===== config.mk =====
export PLATFORM = sky130hd
export DESIGN_NAME = bram_fifo_ctrl_flat
export DESIGN_NICKNAME = d
export VERILOG_FILES = /design/src/rtl/bram_fifo_if.sv /design/src/rtl/bram_fifo_ctrl.sv /design/src/flat_wrapper.sv
export SDC_FILE = /design/constraint.sdc
export NUM_CORES = 1
export LEC_CHECK = 0
export ABC_AREA = 1
export BUFFER_PORTS_ARGS = -buffer_cell sky130_fd_sc_hd__buf_2
export CORE_MARGIN = 2
export CORE_UTILIZATION = 33
export DETAILED_ROUTE_END_ITERATION = 10
export HOLD_SLACK_MARGIN = 0.12
export MAX_ROUTING_LAYER = met4
export SLEW_MARGIN = 0
export SYNTH_ARGS = -nofsm -noshare
export SYNTH_HDL_FRONTEND = slang
export SYNTH_SLANG_ARGS = --single-unit

===== constraint.sdc =====
create_clock -name clk -period 4.9 [get_ports clk]
set_input_delay 0.735 -clock clk [delete_from_list [all_inputs] [get_ports clk]]
set_output_delay 0.735 -clock clk [all_outputs]
set_load 0.005 [all_outputs]

===== src/rtl/bram_fifo_if.sv =====
// bram_fifo_if: push/pop stream and block-RAM port bundle for the FIFO controller
interface bram_fifo_if #(
  parameter int ADDR_W = 9,
  parameter int DATA_W = 9
);
  logic              wr_valid;
  logic              wr_ready;
  logic [DATA_W-1:0] wr_data;
  logic              rd_valid;
  logic              rd_ready;
  logic [DATA_W-1:0] rd_data;
  logic [ADDR_W+1:0] count;
  logic [ADDR_W-1:0] ram_addra;
  logic [DATA_W-1:0] ram_dia;
  logic              ram_ena;
  logic              ram_wea;
  logic [ADDR_W-1:0] ram_addrb;
  logic              ram_enb;
  logic              ram_ssrb;
  logic [DATA_W-1:0] ram_dob;
  modport slave (
    input  wr_valid, wr_data, rd_ready, ram_dob,
    output wr_ready, rd_valid, rd_data, count,
           ram_addra, ram_dia, ram_ena, ram_wea, ram_addrb, ram_enb, ram_ssrb
  );
  modport master (
    output wr_valid, wr_data, rd_ready, ram_dob,
    input  wr_ready, rd_valid, rd_data, count,
           ram_addra, ram_dia, ram_ena, ram_wea, ram_addrb, ram_enb, ram_ssrb
  );
endinterface


===== src/rtl/bram_fifo_ctrl.sv =====
// bram_fifo_ctrl: block-RAM FIFO controller with a 2-entry first-word-fall-through output buffer
module bram_fifo_ctrl #(
  parameter int ADDR_W = 9,
  parameter int DATA_W = 9
) (
  input logic       clk,
  input logic       rst,
  bram_fifo_if.slave bus
);
  logic [ADDR_W-1:0] wptr, rptr;
  logic [ADDR_W:0]   ram_cnt;
  logic [ADDR_W+1:0] cnt;
  logic [1:0]        ob_cnt;
  logic              inflight;
  logic [DATA_W-1:0] ob0, ob1;
  logic              wr_ready, push, pop, issue;
  // ram_cnt tops out at DEPTH, so its MSB alone marks the RAM as full
  assign wr_ready = !rst && !ram_cnt[ADDR_W];
  assign push     = bus.wr_valid && wr_ready;
  assign pop      = bus.rd_ready && (ob_cnt != 2'd0);
  // issue only when the word is guaranteed a buffer slot on arrival
  assign issue    = !rst && (ram_cnt != '0) &&
                    (({1'b0, ob_cnt} + {2'b0, inflight}) < (3'd2 + {2'b0, pop}));
  assign bus.wr_ready  = wr_ready;
  assign bus.rd_valid  = ob_cnt != 2'd0;
  assign bus.rd_data   = ob0;
  assign bus.count     = cnt;
  assign bus.ram_addra = wptr;
  assign bus.ram_dia   = bus.wr_data;
  assign bus.ram_ena   = push;
  assign bus.ram_wea   = push;
  assign bus.ram_addrb = rptr;
  assign bus.ram_enb   = issue;
  assign bus.ram_ssrb  = 1'b0;
  // pointers, occupancy and output buffer; ob0 is always the head word
  always_ff @(posedge clk) begin
    if (rst) begin
      wptr     <= '0;
      rptr     <= '0;
      ram_cnt  <= '0;
      cnt      <= '0;
      ob_cnt   <= '0;
      inflight <= 1'b0;
      ob0      <= '0;
      ob1      <= '0;
    end else begin
      if (push) wptr <= wptr + 1'b1;
      if (issue) rptr <= rptr + 1'b1;
      ram_cnt  <= ram_cnt + (ADDR_W+1)'(push) - (ADDR_W+1)'(issue);
      cnt      <= cnt + (ADDR_W+2)'(push) - (ADDR_W+2)'(pop);
      inflight <= issue;
      ob_cnt   <= ob_cnt + 2'(inflight) - 2'(pop);
      if (inflight) ob1 <= bus.ram_dob;
      ob0 <= pop ? (ob_cnt == 2'd2 ? ob1 : bus.ram_dob)
                 : (ob_cnt == 2'd0 ? bus.ram_dob : ob0);
    end
  end
endmodule

===== src/flat_wrapper.sv =====
// flat-port wrapper written by rule: the top's interface ports become plain ports
module bram_fifo_ctrl_flat 
#(
  parameter int ADDR_W = 9,
  parameter int DATA_W = 9
)
  (clk, rst, bus_wr_valid, bus_wr_data, bus_rd_ready, bus_ram_dob, bus_wr_ready, bus_rd_valid, bus_rd_data, bus_count, bus_ram_addra, bus_ram_dia, bus_ram_ena, bus_ram_wea, bus_ram_addrb, bus_ram_enb, bus_ram_ssrb);
  bram_fifo_if #(.ADDR_W(ADDR_W), .DATA_W(DATA_W)) bus_i ();
  input logic clk;
  input logic rst;
  input wire logic [$bits(bus_i.wr_valid)-1:0] bus_wr_valid;
  input wire logic [$bits(bus_i.wr_data)-1:0] bus_wr_data;
  input wire logic [$bits(bus_i.rd_ready)-1:0] bus_rd_ready;
  input wire logic [$bits(bus_i.ram_dob)-1:0] bus_ram_dob;
  output wire logic [$bits(bus_i.wr_ready)-1:0] bus_wr_ready;
  output wire logic [$bits(bus_i.rd_valid)-1:0] bus_rd_valid;
  output wire logic [$bits(bus_i.rd_data)-1:0] bus_rd_data;
  output wire logic [$bits(bus_i.count)-1:0] bus_count;
  output wire logic [$bits(bus_i.ram_addra)-1:0] bus_ram_addra;
  output wire logic [$bits(bus_i.ram_dia)-1:0] bus_ram_dia;
  output wire logic [$bits(bus_i.ram_ena)-1:0] bus_ram_ena;
  output wire logic [$bits(bus_i.ram_wea)-1:0] bus_ram_wea;
  output wire logic [$bits(bus_i.ram_addrb)-1:0] bus_ram_addrb;
  output wire logic [$bits(bus_i.ram_enb)-1:0] bus_ram_enb;
  output wire logic [$bits(bus_i.ram_ssrb)-1:0] bus_ram_ssrb;
  assign bus_i.wr_valid = bus_wr_valid;
  assign bus_i.wr_data = bus_wr_data;
  assign bus_i.rd_ready = bus_rd_ready;
  assign bus_i.ram_dob = bus_ram_dob;
  assign bus_wr_ready = bus_i.wr_ready;
  assign bus_rd_valid = bus_i.rd_valid;
  assign bus_rd_data = bus_i.rd_data;
  assign bus_count = bus_i.count;
  assign bus_ram_addra = bus_i.ram_addra;
  assign bus_ram_dia = bus_i.ram_dia;
  assign bus_ram_ena = bus_i.ram_ena;
  assign bus_ram_wea = bus_i.ram_wea;
  assign bus_ram_addrb = bus_i.ram_addrb;
  assign bus_ram_enb = bus_i.ram_enb;
  assign bus_ram_ssrb = bus_i.ram_ssrb;
  bram_fifo_ctrl #(.ADDR_W(ADDR_W), .DATA_W(DATA_W)) u_core (.clk(clk), .rst(rst), .bus(bus_i));
endmodule

==> qor.yml <==
clkTransAtPathRegs_ns: 0.07
via_per_inst: 4.62
yosys_most_used_dff: "dfxtp_1"
vias: 3337
pre_cts_ws_ns: 1.52
die-area_sq_um: 11800
finalHoldViolations: 0
critPathKind: "reg2reg"
yosysWarnings: 0
finalMaxSlewViolations: 0
crit-reg2reg-launch: "u_core.inflight"
finalSetupViolCount: 0
setup_tns_ns: 0
min_period_ns: 3.32
r2r-end: "u_core.ram_cnt[6]"
synth_edf_count: 0
avgSynthCellArea_sq_um: 6.76
antenna_cells: 0
holdPathEnd: "u_core.bus.ram_addrb[8]"
clock-root-buffer: "clkbuf_8"
syn-cell-area_sq_um: 3610
cp-end-kind: "flop"
io_buffers: 55
n_fill_cell: 1166
fin_crit_sh_pct: 67.8
cts_sinks: 60
cts_tree: "done"
firstDrtPassIters: 4
outcome: "completed"
grt_overflow_total: 0
cts_hold_buf: 0
hold_path_class: "reg2reg"
p_leak_nw: 2.17
fp.dieH_um: 109
yosysTopAreaCellShare_pct: 33.3
cts_buffers: 9
postCtsSetupBuffers: 0
worstPathRequired_ns: 5.13
antenna_found_initial: 0
peakVddDrop_uv: 264
tightest_slew_ns: 0.632
die_x_um: 109
path_max_fanout: 20
fin_cells: 723
grt_max_degree: 23
place_congestion: 0.865
htree_num_levels: 3
yosysSeqAreaShare_pct: 33.3
fin_util_pct: 38.6
ff2ff_setup_slack_ns: 1.58
start_util_pct: 33.6
synthTopCellsByArea: "dfxtp_1 (33%), nand2_1 (13%), ha_1 (11%)"
final_net_count: 634
cts_resized: 0
fmax_mhz: 301
dp.cells: 708
synth_top_area_cell: "dfxtp_1"
grt_pass1_vias: 3100
clockBufferDepth: 2
relSlewSlack_pct: 57.8
finClkSkew_ns: 0.0134
core_sq_um: 10700
holdPathStages: 2
grt_pass1_wl_um: 13600
gr-usage-all-layers_pct: 14.7
synth_nets: 589
drt_iter0_markers: 132
worst_slack_ns: 1.58
maxCapViolCount: 0
powerDensity_nw_per_um2: 644
insertion_delay_ns: 0.34
cp_slowest_cell: "dfxtp_1"
dpl.hpwl_um: 6080
core.rowCount: 38
worstHoldStart: "u_core.bus.ram_addrb[8]"
synthCells: 534
routed_wl_um: 8000
whs_ns: 0.501
rsz0062_at_grt: "no"
drive_above_1_share_pct: 13.9
drc: 0
cp-start-kind: "flop"
critPathMaxStageDelay_ns: 0.51
ios: 75
routedWlPerCell_um: 11.1
async_flop_share_pct: 0
worstPathArrival_ns: 3.55
crit_chain: "ha_1, ha_1, or2_4, a21oi_4, nand2_2, inv_2, ha_1, inv_1, ha_1, inv_1, fa_1, inv_1, nand3_1, nand2_1, nand3_1, nand2_1, nand2_1, nand2_1, nor2_1"
ys_seq_elements: 60
ys_types: 29
syn2layout_area_growth_pct: 15.0
ant_nets: 0
rr_worst_depth: 19
[power by group]
group          switching (mW)  internal, mW  leakage, nW
Sequential              0.112         0.635        0.496
Clock                   0.196         0.310        0.111
Combinational           0.878         0.541         1.56
Total                    1.19          1.49         2.17
[cell families (layout without fill, tap and decap cells)]
| family | Yosys count | in the layout | share of synthesized area, % |
|---|---|---|---|
| buffers and inverters | 113 | 162 | 13.3 |
| XOR/XNOR | 5 | 5 | 1.21 |
| AND/OR/NAND/NOR | 225 | 225 | 25.7 |
| adder cells (fa/ha/maj) | 33 | 33 | 11.9 |
| flip-flops | 60 | 60 | 33.3 |
| other | 1 | 1 | 0.104 |
| AO/OA/AOI/OAI | 97 | 97 | 14.5 |
[synth_stat cells, types with 3 or more instances]
cell / instances
a21oi_1: 51
buf_4: 11
clkbuf_1: 7
dfxtp_1: 60
ha_1: 31
inv_1: 89
nand2_1: 121
nand3_1: 33
nand3b_1: 4
nand4_1: 5
nor2_1: 56
o21ai_0: 39
xnor2_1: 3
[through the flow]
step | total power, mW | cell area, sq um
floorplan | 1.85 | 3610
global placement | 2.14 | 3930
detailed placement | 2.17 | 3930
CTS | 2.70 | 4150
global route | 2.98 | 4150
finish | 2.67 | 4150
[metal layers]
layer  share of wire (%)  routed length (um)  GRT usage, %  up-vias
li1                    -                   -             -     1770
met1                  47                3770          17.4     1497
met2                  47                3800          24.4       64
met3                 4.9                 390          4.58        6
met4                0.50                  40          3.75        0
met5                   0                   0             -        -
[worst max-delay path by stage]
stage	from	end	slack [ns]	cells past startpoint
after floorplan	rst	u_core.ram_cnt[6]	1.99	18
after CTS	u_core.inflight	u_core.ram_cnt[6]	1.58	19
after detailed placement	rst	u_core.ram_cnt[6]	1.52	18
after global placement	rst	u_core.ram_cnt[6]	1.57	18
final	u_core.inflight	u_core.ram_cnt[6]	1.58	19
after global routing	u_core.inflight	u_core.ram_cnt[6]	1.31	19
[layout by cell type, fill, tap and decap left out, types with 3 or more instances in the layout]
master | synthesis | layout
nand2_1 | 121 | 121
clkbuf_8 | 0 | 11
nand3_1 | 33 | 33
o21ai_0 | 39 | 39
a21oi_1 | 51 | 51
xnor2_1 | 3 | 3
buf_2 | 1 | 55
dfxtp_1 | 60 | 60
inv_1 | 89 | 89
nand3b_1 | 4 | 4
ha_1 | 31 | 31
nor2_1 | 56 | 56
nand4_1 | 5 | 5
[layout make-up]
| type | instances | area, sq um | share of cell area [%] |
|---|---|---|---|
| Tap cell | 140 | 175 | 4.22 |
| Timing Repair Buffer | 56 | 283 | 6.81 |
| Sequential cell | 60 | 1200 | 28.9 |
| Inverter | 91 | 342 | 8.23 |
| Clock buffer | 11 | 151 | 3.65 |
| Multi-Input combinational cell | 361 | 1930 | 46.4 |
| Clock inverter | 4 | 72.6 | 1.75 |
[state kept, by name, summed over array words and instances (netlist names)]
name,flops
u_core.ob1,9
u_core.bus.count,11
u_core.inflight,1
u_core.ram_cnt,10
u_core.bus.ram_addra,9
u_core.bus.rd_data,9
u_core.ob_cnt,2
u_core.bus.ram_addrb,9
[critical path, delay by kind of cell (launching register included)]
family | cells | cell delay (ns)
AOI/OAI and AO/OA | 1 | 0.21
buffers and inverters | 4 | 0.33
DFF | 1 | 0.51
and+or+nand+nor | 9 | 0.92
adders and majority gates | 5 | 1.23
(Power assumes the default switching activity.)
